[src/rtl/mem_stage_pkg.sv]
// ----------------------------------------------------------------------------
// mem_stage_pkg
// Shared definitions for the memory-access pipeline stage:
//   - bus widths of the EX->MEM, MEM->WB and MEM->ID forwarding buses
//   - encoding of the per-instruction response-capture state
//   - bit positions of the load-type field {ld_w, ld_b, ld_h, ld_bu, ld_hu}
//   - helper that sign/zero-extends a byte or halfword to 32 bits
// ----------------------------------------------------------------------------
package mem_stage_pkg;

    localparam int unsigned EX_MEM_LEN = 77;
    localparam int unsigned MEM_WB_LEN = 70;
    localparam int unsigned MEM_RF_LEN = 39;

    // Response capture state of the instruction currently held in MEM.
    typedef enum logic [1:0] {
        StIdle = 2'd0,  // no instruction
        StWait = 2'd1,  // memory access issued, response not yet seen
        StHave = 2'd2   // result available (response buffered or no access)
    } resp_state_e;

    // Field positions inside EX_mem_ld_inst.
    localparam int unsigned LdWBit  = 4;
    localparam int unsigned LdBBit  = 3;
    localparam int unsigned LdHBit  = 2;
    localparam int unsigned LdBuBit = 1;
    localparam int unsigned LdHuBit = 0;

    // Extends the low byte (is_half=0) or the halfword (is_half=1) of v.
    function automatic logic [31:0] load_extend(input logic [15:0] v,
                                                input logic        is_half,
                                                input logic        is_signed);
        logic [31:0] res;
        if (is_half) begin
            res = {{16{is_signed & v[15]}}, v};
        end else begin
            res = {{24{is_signed & v[7]}}, v[7:0]};
        end
        return res;
    endfunction

endpackage

[src/rtl/mem_load_align.sv]
// ----------------------------------------------------------------------------
// mem_load_align
// Combinational load-data alignment: picks the addressed byte or halfword out
// of the read word and sign- or zero-extends it; ld.w passes the word through.
// With no load bit set the output is a don't-care (the raw word is passed).
// Misaligned halfword/word accesses are not checked.
// Ports:
//   i_rdata    [31:0] raw data SRAM read word
//   i_addr     [1:0]  low address bits of the access
//   i_ld_inst  [4:0]  {ld_w, ld_b, ld_h, ld_bu, ld_hu}, one-hot or zero
//   o_data     [31:0] aligned, extended load data
// ----------------------------------------------------------------------------
module mem_load_align
    import mem_stage_pkg::*;
(
    input  logic [31:0] i_rdata,
    input  logic [1:0]  i_addr,
    input  logic [4:0]  i_ld_inst,
    output logic [31:0] o_data
);

    logic [7:0]  w_byte;
    logic [15:0] w_half;

    always_comb begin
        w_byte = 8'h00;
        case (i_addr)
            2'd0:    w_byte = i_rdata[7:0];
            2'd1:    w_byte = i_rdata[15:8];
            2'd2:    w_byte = i_rdata[23:16];
            default: w_byte = i_rdata[31:24];
        endcase
        w_half = i_addr[1] ? i_rdata[31:16] : i_rdata[15:0];
    end

    always_comb begin
        o_data = i_rdata;
        if (i_ld_inst[LdBBit]) begin
            o_data = load_extend({8'h00, w_byte}, 1'b0, 1'b1);
        end else if (i_ld_inst[LdBuBit]) begin
            o_data = load_extend({8'h00, w_byte}, 1'b0, 1'b0);
        end else if (i_ld_inst[LdHBit]) begin
            o_data = load_extend(w_half, 1'b1, 1'b1);
        end else if (i_ld_inst[LdHuBit]) begin
            o_data = load_extend(w_half, 1'b1, 1'b0);
        end
    end

endmodule

[src/rtl/mem_stage.sv]
// ----------------------------------------------------------------------------
// mem_stage
// Memory-access pipeline stage between EX and WB. Latches the instruction
// leaving EX, captures the data SRAM read response exactly once, aligns load
// data, selects load data or ALU result and offers it to WB under the
// valid/allowin handshake. Also drives the MEM forwarding bus for ID.
//
// Configuration macro: MEM_DATA_OK_EN
//   defined   - the response is data_sram_data_ok; MEM may wait indefinitely.
//   undefined - the response is the first MEM cycle; data_sram_data_ok unused.
//
// Ports:
//   clk, resetn        clock, asynchronous active-low reset
//   MEM_allowin        out  MEM can accept an instruction this cycle
//   EX_MEM_valid       in   EX presents a valid instruction
//   EX_rf_bus  [38:0]  in   {res_from_mem, rf_we, rf_waddr, alu_result}
//   EX_pc      [31:0]  in   PC of the EX instruction
//   EX_mem_ld_inst[4:0]in   {ld_w, ld_b, ld_h, ld_bu, ld_hu}
//   EX_mem_req         in   EX issued a data SRAM access
//   data_sram_rdata    in   SRAM read data
//   data_sram_data_ok  in   SRAM response strobe (MEM_DATA_OK_EN only)
//   WB_allowin         in   WB can accept
//   MEM_WB_valid       out  valid instruction offered to WB
//   MEM_WB_bus [69:0]  out  {rf_we, rf_waddr, final_result, pc}
//   MEM_rf_bus [38:0]  out  {load_pending, rf_we&valid, rf_waddr, final_result}
// ----------------------------------------------------------------------------
module mem_stage
    import mem_stage_pkg::*;
(
    input  logic                  clk,
    input  logic                  resetn,
    output logic                  MEM_allowin,
    input  logic                  EX_MEM_valid,
    input  logic [MEM_RF_LEN-1:0] EX_rf_bus,
    input  logic [31:0]           EX_pc,
    input  logic [4:0]            EX_mem_ld_inst,
    input  logic                  EX_mem_req,
    input  logic [31:0]           data_sram_rdata,
    input  logic                  data_sram_data_ok,
    input  logic                  WB_allowin,
    output logic                  MEM_WB_valid,
    output logic [MEM_WB_LEN-1:0] MEM_WB_bus,
    output logic [MEM_RF_LEN-1:0] MEM_rf_bus
);

    // Pipeline register and capture state.
    logic        r_valid;
    resp_state_e r_state;
    logic [31:0] r_rdata_buf;
    logic        r_res_from_mem;
    logic        r_rf_we;
    logic [4:0]  r_rf_waddr;
    logic [31:0] r_alu_result;
    logic [31:0] r_pc;
    logic [4:0]  r_ld_inst;

    logic        w_resp_evt;
    logic        w_ready_go;
    logic [31:0] w_rdata_src;
    logic [31:0] w_load_data;
    logic [31:0] w_final_result;
    logic        w_load_pending;

`ifdef MEM_DATA_OK_EN
    assign w_resp_evt = r_valid & (r_state == StWait) & data_sram_data_ok;
`else
    // WAIT only ever lasts the first MEM cycle, which is the response cycle.
    logic w_unused_data_ok;
    assign w_unused_data_ok = data_sram_data_ok;
    assign w_resp_evt       = r_valid & (r_state == StWait);
`endif

    assign w_ready_go   = (r_state == StHave) | w_resp_evt;
    assign MEM_allowin  = ~r_valid | (w_ready_go & WB_allowin);
    assign MEM_WB_valid = r_valid & w_ready_go;

    // In the response cycle use the live read data; afterwards only the buffer,
    // so later rdata changes during a WB stall cannot leak into the result.
    assign w_rdata_src = (r_state == StHave) ? r_rdata_buf : data_sram_rdata;

    mem_load_align u_load_align (
        .i_rdata   (w_rdata_src),
        .i_addr    (r_alu_result[1:0]),
        .i_ld_inst (r_ld_inst),
        .o_data    (w_load_data)
    );

    assign w_final_result = r_res_from_mem ? w_load_data : r_alu_result;
    assign w_load_pending = r_valid & r_res_from_mem & ~w_ready_go;

    assign MEM_WB_bus = {r_rf_we, r_rf_waddr, w_final_result, r_pc};
    assign MEM_rf_bus = {w_load_pending, r_rf_we & r_valid, r_rf_waddr, w_final_result};

    always_ff @(posedge clk or negedge resetn) begin
        if (!resetn) begin
            r_valid        <= 1'b0;
            r_state        <= StIdle;
            r_rdata_buf    <= 32'h0;
            r_res_from_mem <= 1'b0;
            r_rf_we        <= 1'b0;
            r_rf_waddr     <= 5'h0;
            r_alu_result   <= 32'h0;
            r_pc           <= 32'h0;
            r_ld_inst      <= 5'h0;
        end else begin
            if (w_resp_evt) begin
                r_rdata_buf <= data_sram_rdata;
            end
            if (MEM_allowin) begin
                r_valid <= EX_MEM_valid;
                if (EX_MEM_valid) begin
                    // A departing instruction is replaced in the same edge, so
                    // the state comes straight from the incoming request.
                    r_state        <= EX_mem_req ? StWait : StHave;
                    r_res_from_mem <= EX_rf_bus[38];
                    r_rf_we        <= EX_rf_bus[37];
                    r_rf_waddr     <= EX_rf_bus[36:32];
                    r_alu_result   <= EX_rf_bus[31:0];
                    r_pc           <= EX_pc;
                    r_ld_inst      <= EX_mem_ld_inst;
                end else begin
                    r_state <= StIdle;
                end
            end else if (w_resp_evt) begin
                r_state <= StHave;
            end
        end
    end

endmodule

[config.mk]
export PLATFORM = sky130hd
export DESIGN_NAME = mem_stage
export DESIGN_NICKNAME = d
export VERILOG_FILES = /design/src/rtl/mem_stage_pkg.sv /design/src/rtl/mem_load_align.sv /design/src/rtl/mem_stage.sv
export SDC_FILE = /design/constraint.sdc
export NUM_CORES = 1
export LEC_CHECK = 0
export BUFFER_PORTS_ARGS = -buffer_cell sky130_fd_sc_hd__buf_2
export CORE_MARGIN = 5
export CORE_UTILIZATION = 49
export CTS_CLUSTER_DIAMETER = 100
export DETAILED_ROUTE_END_ITERATION = 10
export PLACE_DENSITY = 0.8
export SETUP_SLACK_MARGIN = 0.2
export SYNTH_ARGS = -nofsm -noshare
export SYNTH_HDL_FRONTEND = slang
export SYNTH_SLANG_ARGS = --single-unit
[constraint.sdc]
create_clock -name clk -period 3.1 [get_ports clk]
set_input_delay 0.465 -clock clk [delete_from_list [all_inputs] [get_ports clk]]
set_output_delay 0.465 -clock clk [all_outputs]
set_load 0.005 [all_outputs]
After elaboration in Yosys (flattened, before gate mapping):

Index checks and enable logic that the tools add are counted.

* bits in latches: 0
* word-level logic and storage cells: 38
* output and inout port bits: 111
* bits in registers: 110
* bits in read-only memories: 0
* input port bits: 114
* bits in writable memories: 0
* memories: 0

* shifts and indexed selects: 0
* bitwise gates (word level): 10
* reductions and logical operators: 3
* multiply operators: 0
* $lt $le $gt $ge: 0
* equal/unequal tests: 4
* $add $sub $neg: 0
* div/mod/pow operators: 0
* muxes and demuxes: 12

Operator list (count)
* 32-bit two-way mux: 6
* 8-bit one-hot mux with 3 select lines: 1
* 16-bit two-way mux: 1
* 2-bit two-way mux: 4
* 1-bit AND: 6
* 2-bit by 1-bit == test with 1-bit output, second input constant: 2
* 2-bit == test, second input constant: 2
* 2-bit logical NOT: 1
* 1-bit inverter: 2
* 1-bit bitwise OR: 2
* 2-bit AND reduction: 1
* 2-bit nonzero test: 1

Longest topological paths before layout:

* depth after elaboration: 8
* gate-level depth with buffers: 10

By module:

Synthesis repeated with hierarchy kept, for this count alone.

* cells, all modules: 493
* area total of the unflattened synthesis: 5998.3 sq um

Modules (own cells, without submodules)
* mem_stage: instances 1, area an instance 5285.1 sq um, cells an instance 369
* mem_load_align: instances 1, area an instance 713.2 sq um, cells an instance 124

Least setup slack after synthesis:

No wires, ideal clock.

* path kind: register to output
* start point: reg r_state[1]
* end point: out MEM_rf_bus[0]
* required time: 2.635 ns
* stages on the path, launching flop included: 11
* buffers on the path: 5
* data arrival time: 2.061 ns
* path slack: 0.574 ns
* path through: dfrtp_1 > buf_2 > nand2b_4 > buf_6 > buf_2 > buf_2 > mux2_2 > o21ai_0 > a21oi_1 > a221o_1 > buf_4

* word-level cells in the longest chain between the ends: 8

Ends and longest elaborated chain
* from (decl): line mem_stage.sv:48 `resp_state_e r_state;`
* from (signal assigned): line mem_stage.sv:97 `r_state <= StIdle;`
* from (signal assigned): line mem_stage.sv:114 `r_state <= EX_mem_req ? StWait : StHave;`
* from (signal assigned): line mem_stage.sv:122 `r_state <= StIdle;`
* 2-bit == test *: line mem_stage.sv:79 `assign w_rdata_src = (r_state == StHave) ? r_rdata_buf : data_sram_rdata;`
* 32-bit two-way mux *: line mem_stage.sv:79
* 16-bit two-way mux: line mem_load_align.sv:33 `w_half = i_addr[1] ? i_rdata[31:16] : i_rdata[15:0];`
* 32-bit two-way mux: line mem_load_align.sv:44 `end else if (i_ld_inst[LdHuBit]) begin`
* 32-bit two-way mux: line mem_load_align.sv:42 `end else if (i_ld_inst[LdHBit]) begin`
* 32-bit two-way mux: line mem_load_align.sv:40 `end else if (i_ld_inst[LdBuBit]) begin`
* 32-bit two-way mux *: line mem_load_align.sv:38 `if (i_ld_inst[LdBBit]) begin`
* 32-bit two-way mux *: line mem_stage.sv:88 `assign w_final_result = r_res_from_mem ? w_load_data : r_alu_result;`
* to (decl): line mem_stage.sv:43 `output logic [MEM_RF_LEN-1:0] MEM_rf_bus`

Every way passes the cells marked *; elsewhere a longest branch is shown, timed or not.

Worst setup path in the final report:

* start point: reg r_state[0]
* end point: out MEM_WB_bus[32]

* word-level cells in the longest chain between the ends: 8

Ends and longest elaborated chain
* 2-bit == test *: line mem_stage.sv:79
* 32-bit two-way mux *: line mem_stage.sv:79
* 16-bit two-way mux: line mem_load_align.sv:33
* 32-bit two-way mux: line mem_load_align.sv:44
* 32-bit two-way mux: line mem_load_align.sv:42
* 32-bit two-way mux: line mem_load_align.sv:40
* 32-bit two-way mux *: line mem_load_align.sv:38
* 32-bit two-way mux *: line mem_stage.sv:88
* to (decl): line mem_stage.sv:42 `output logic [MEM_WB_LEN-1:0] MEM_WB_bus,`

Marks and branches as above.

==> run metrics <==
status=complete, no violations; main combinational cell family by area after synthesis=multiplexers; Vias=4437; Post-CTS Hold Fix Bufs=0; Distinct cells, synth=44; final setup vio count=0; CP Max Fanout=12; synthesized area per cell=12.1 um2; min Tclk post-route=2840 ps; Syn Inst Count=478; Peak VDD IR=726 uV; row count=39; initial DRC count=344; hold slack=163 ps; total CTS buffers=9; clk sink count=110; Remaining DRCs=0; slowest CP cell=or3b_2; worst path bufs/invs=2; Die Y=119 um; EDFF count, synth=0; Clock Tree Root=clkbuf_16; placed cells=784; post-DP HPWL=12100 um; Routability Congestion=0.856; Core Box Area=0.0115 mm2; die width=119 um; mux cell area share after synthesis=28.6%; Slew Viols, Final=0; Finished Layout Cells=809; Pwr per Cell Area=1130 mW/mm2; Clock Skew=3.55 ps; Port Buffer Count=222; worst stage delay on the critical path=470 ps; H-Tree Depth=3; slew margin rel.=32.7%; post-synth net total=592; Clock Path Buffers=2; Synth Area in Adders=0%; CP startpoint kind=flop; CTS tree=built; synthesized cell area=0.00577 mm2; largest net degree at the start of global routing=77; cells along the critical path=nand2b_4 -> clkbuf_16 -> mux2_2 -> or3b_2 -> a21oi_2 -> a221o_1 -> buf_2; simple-gate portion of the synthesized area=6.90%; WL/cell=19.9 um; asr flop ratio synth=100%; Fmax achieved=352 MHz; Final Hold Viols=0; Fillers=931; Antenna Nets Post-Route=0; setup repair after global routing missed its margin=true; fin crit share=91.5%; # nets final=773; share of cells above drive strength 1=62.5%; #FFs+latches synth=110; Die Area=0.0140 mm2; sequential fraction of the synthesis area=47.7%; GR Overflow Total=0; critical path required time=2630 ps; HP Class=in2async; critical path class=reg2out; Layout area overhead=23.7%; Initial Utilization=50.3%; Detailed Routing Iterations Pass 1=4; TNS Setup=0 ps; data arrival time of the worst path=2370 ps; antenna violations before repair=3; Clk pin slew, worst setup/hold paths=70 ps; Skew-Pair Late Insertion Delay=350 ps; vias in the first global route=4780; Synth Area in Compound Gates=8.82%; max cap viols=0; dominant synthesized flop cell=dfrtp_1; vias per cell=5.48; CP delay by family, top=simple AND/OR/NAND/NOR gates; XOR/XNOR share of the synthesized area=0.152%; Tot GR Track Use=22.0%; leakage power=3.40 nW; first-pass GRT wire length=24700 um; Worst-Margin Slew=1010 ps; total wire length=16100 um; Setup crit end kind=primary output; Yosys warning total=0; # IOs=225
-- repair_timing --
action / 4_1_cts / 5_1_grt
pin swaps: 0 / 1
gates cloned: 0 / 2
setup buffers: 2 / 3
resized for setup: 9 / 8
endpoints found under the setup margin: 60 / 54
-- logic make-up (layout without fill, tap and decap cells) --
kind of cell    after synthesis  count (layout)
mux                         141             141
flops                       110             110
simple gates                 83              84
buf+inv                      73             258
compound gates               70              70
xor+xnor                      1               1
other cells                   0               2
-- cells in the mapped netlist (all sizes together) (4+ instances only) --
| cell type | instances | area [um2] |
|---|---|---|
| mux2 | 129 | 1450 |
| dfrtp | 110 | 2750 |
| buf | 53 | 379 |
| nor2 | 36 | 135 |
| a21oi | 29 | 194 |
| nand2 | 26 | 97.6 |
| clkbuf | 16 | 60.1 |
| o21ai | 7 | 35.0 |
| mux2i | 6 | 60.1 |
| mux4 | 6 | 135 |
| nand2b | 5 | 38.8 |
| o221ai | 5 | 43.8 |
| o2bb2ai | 5 | 43.8 |
| a221oi | 4 | 35.0 |
| a31oi | 4 | 25.0 |
| and3b | 4 | 35.0 |
-- power breakdown --
group	internal [mW]	switching, mW
Sequential	2.17	0.467
Clock	0.590	0.526
Combinational	2.24	2.09
Total	5.00	3.09
-- layout by cell type (no fill, tap or decap), types with 10 or more instances in the layout --
cell type  netlist  final
a21oi_1         18     17
a21oi_2         10     11
buf_2            9    221
buf_4           39     13
clkbuf_16        0     10
dfrtp_1        110    107
mux2_2         129    129
nand2_1         26     24
nor2_1          36     36
-- flip-flops by register name (all words and copies together) (netlist names) --
signal and cells:
r_rf_waddr 5, r_res_from_mem 1, r_pc 32, r_rdata_buf 32, r_ld_inst 4, r_alu_result 32, r_valid 1, r_rf_we 1
r_state 2
-- metrics by stage --
| stage | cell area [um2] | setup slack [ps] | utilization, % | total power [mW] |
|---|---|---|---|---|
| 2_1_floorplan | 5770 | 574 | - | 5.59 |
| 3_3_place_gp | 6720 | 358 | 58.6 | 6.70 |
| 3_5_place_dp | 6720 | 304 | 58.6 | 6.86 |
| 4_1_cts | 7040 | 206 | 61.4 | 8.04 |
| 5_1_grt | 7140 | 175 | 62.2 | 8.63 |
| 6_report | 7140 | 263 | 62.2 | 8.09 |
-- cell type report --
cell class | count | area (um2) | share of cell area (%)
antenna | 2 | 5.00 | 0.0701
clock buffer | 11 | 253 | 3.54
clock inverter | 5 | 32.5 | 0.456
inverter | 4 | 15.0 | 0.210
multi-input combinational | 296 | 2610 | 36.5
sequential | 110 | 2760 | 38.6
tap | 143 | 179 | 2.51
timing repair buffer | 238 | 1290 | 18.1
-- worst reg2reg max path, stage by stage, from the launching register on --
cell and delay (ps):
dfrtp_2 460, buf_4 170, xor2_1 180, nand2_1 80, nand2_1 120, nand2_4 770, mux2_2 460
-- final timing paths --
path | slack, ps | to | cells after the start | start
setup / recovery | 260 | MEM_WB_bus[32] | 7 | r_state[0]
hold / removal | 160 | r_rdata_buf[20] | 1 | resetn
setup reg to reg | 750 | r_alu_result[16] | 6 | r_state[1]
hold reg to reg | 500 | r_pc[17] | 1 | r_pc[17]
max in group asynchronous | 2160 | r_state[1] | 2 | resetn
min in group clk | 340 | r_alu_result[4] | 2 | EX_rf_bus[4]
-- routing by layer --
metal  vias to the layer above  routed length, um  track usage (%)
li1                       2032                  -                -
met1                      2172               6240             26.4
met2                       199               7930             36.7
met3                        32               1440             7.02
met4                         2                495             9.28
met5                         -                  7                0
Note: power is estimated with default switching activity, not from simulation.
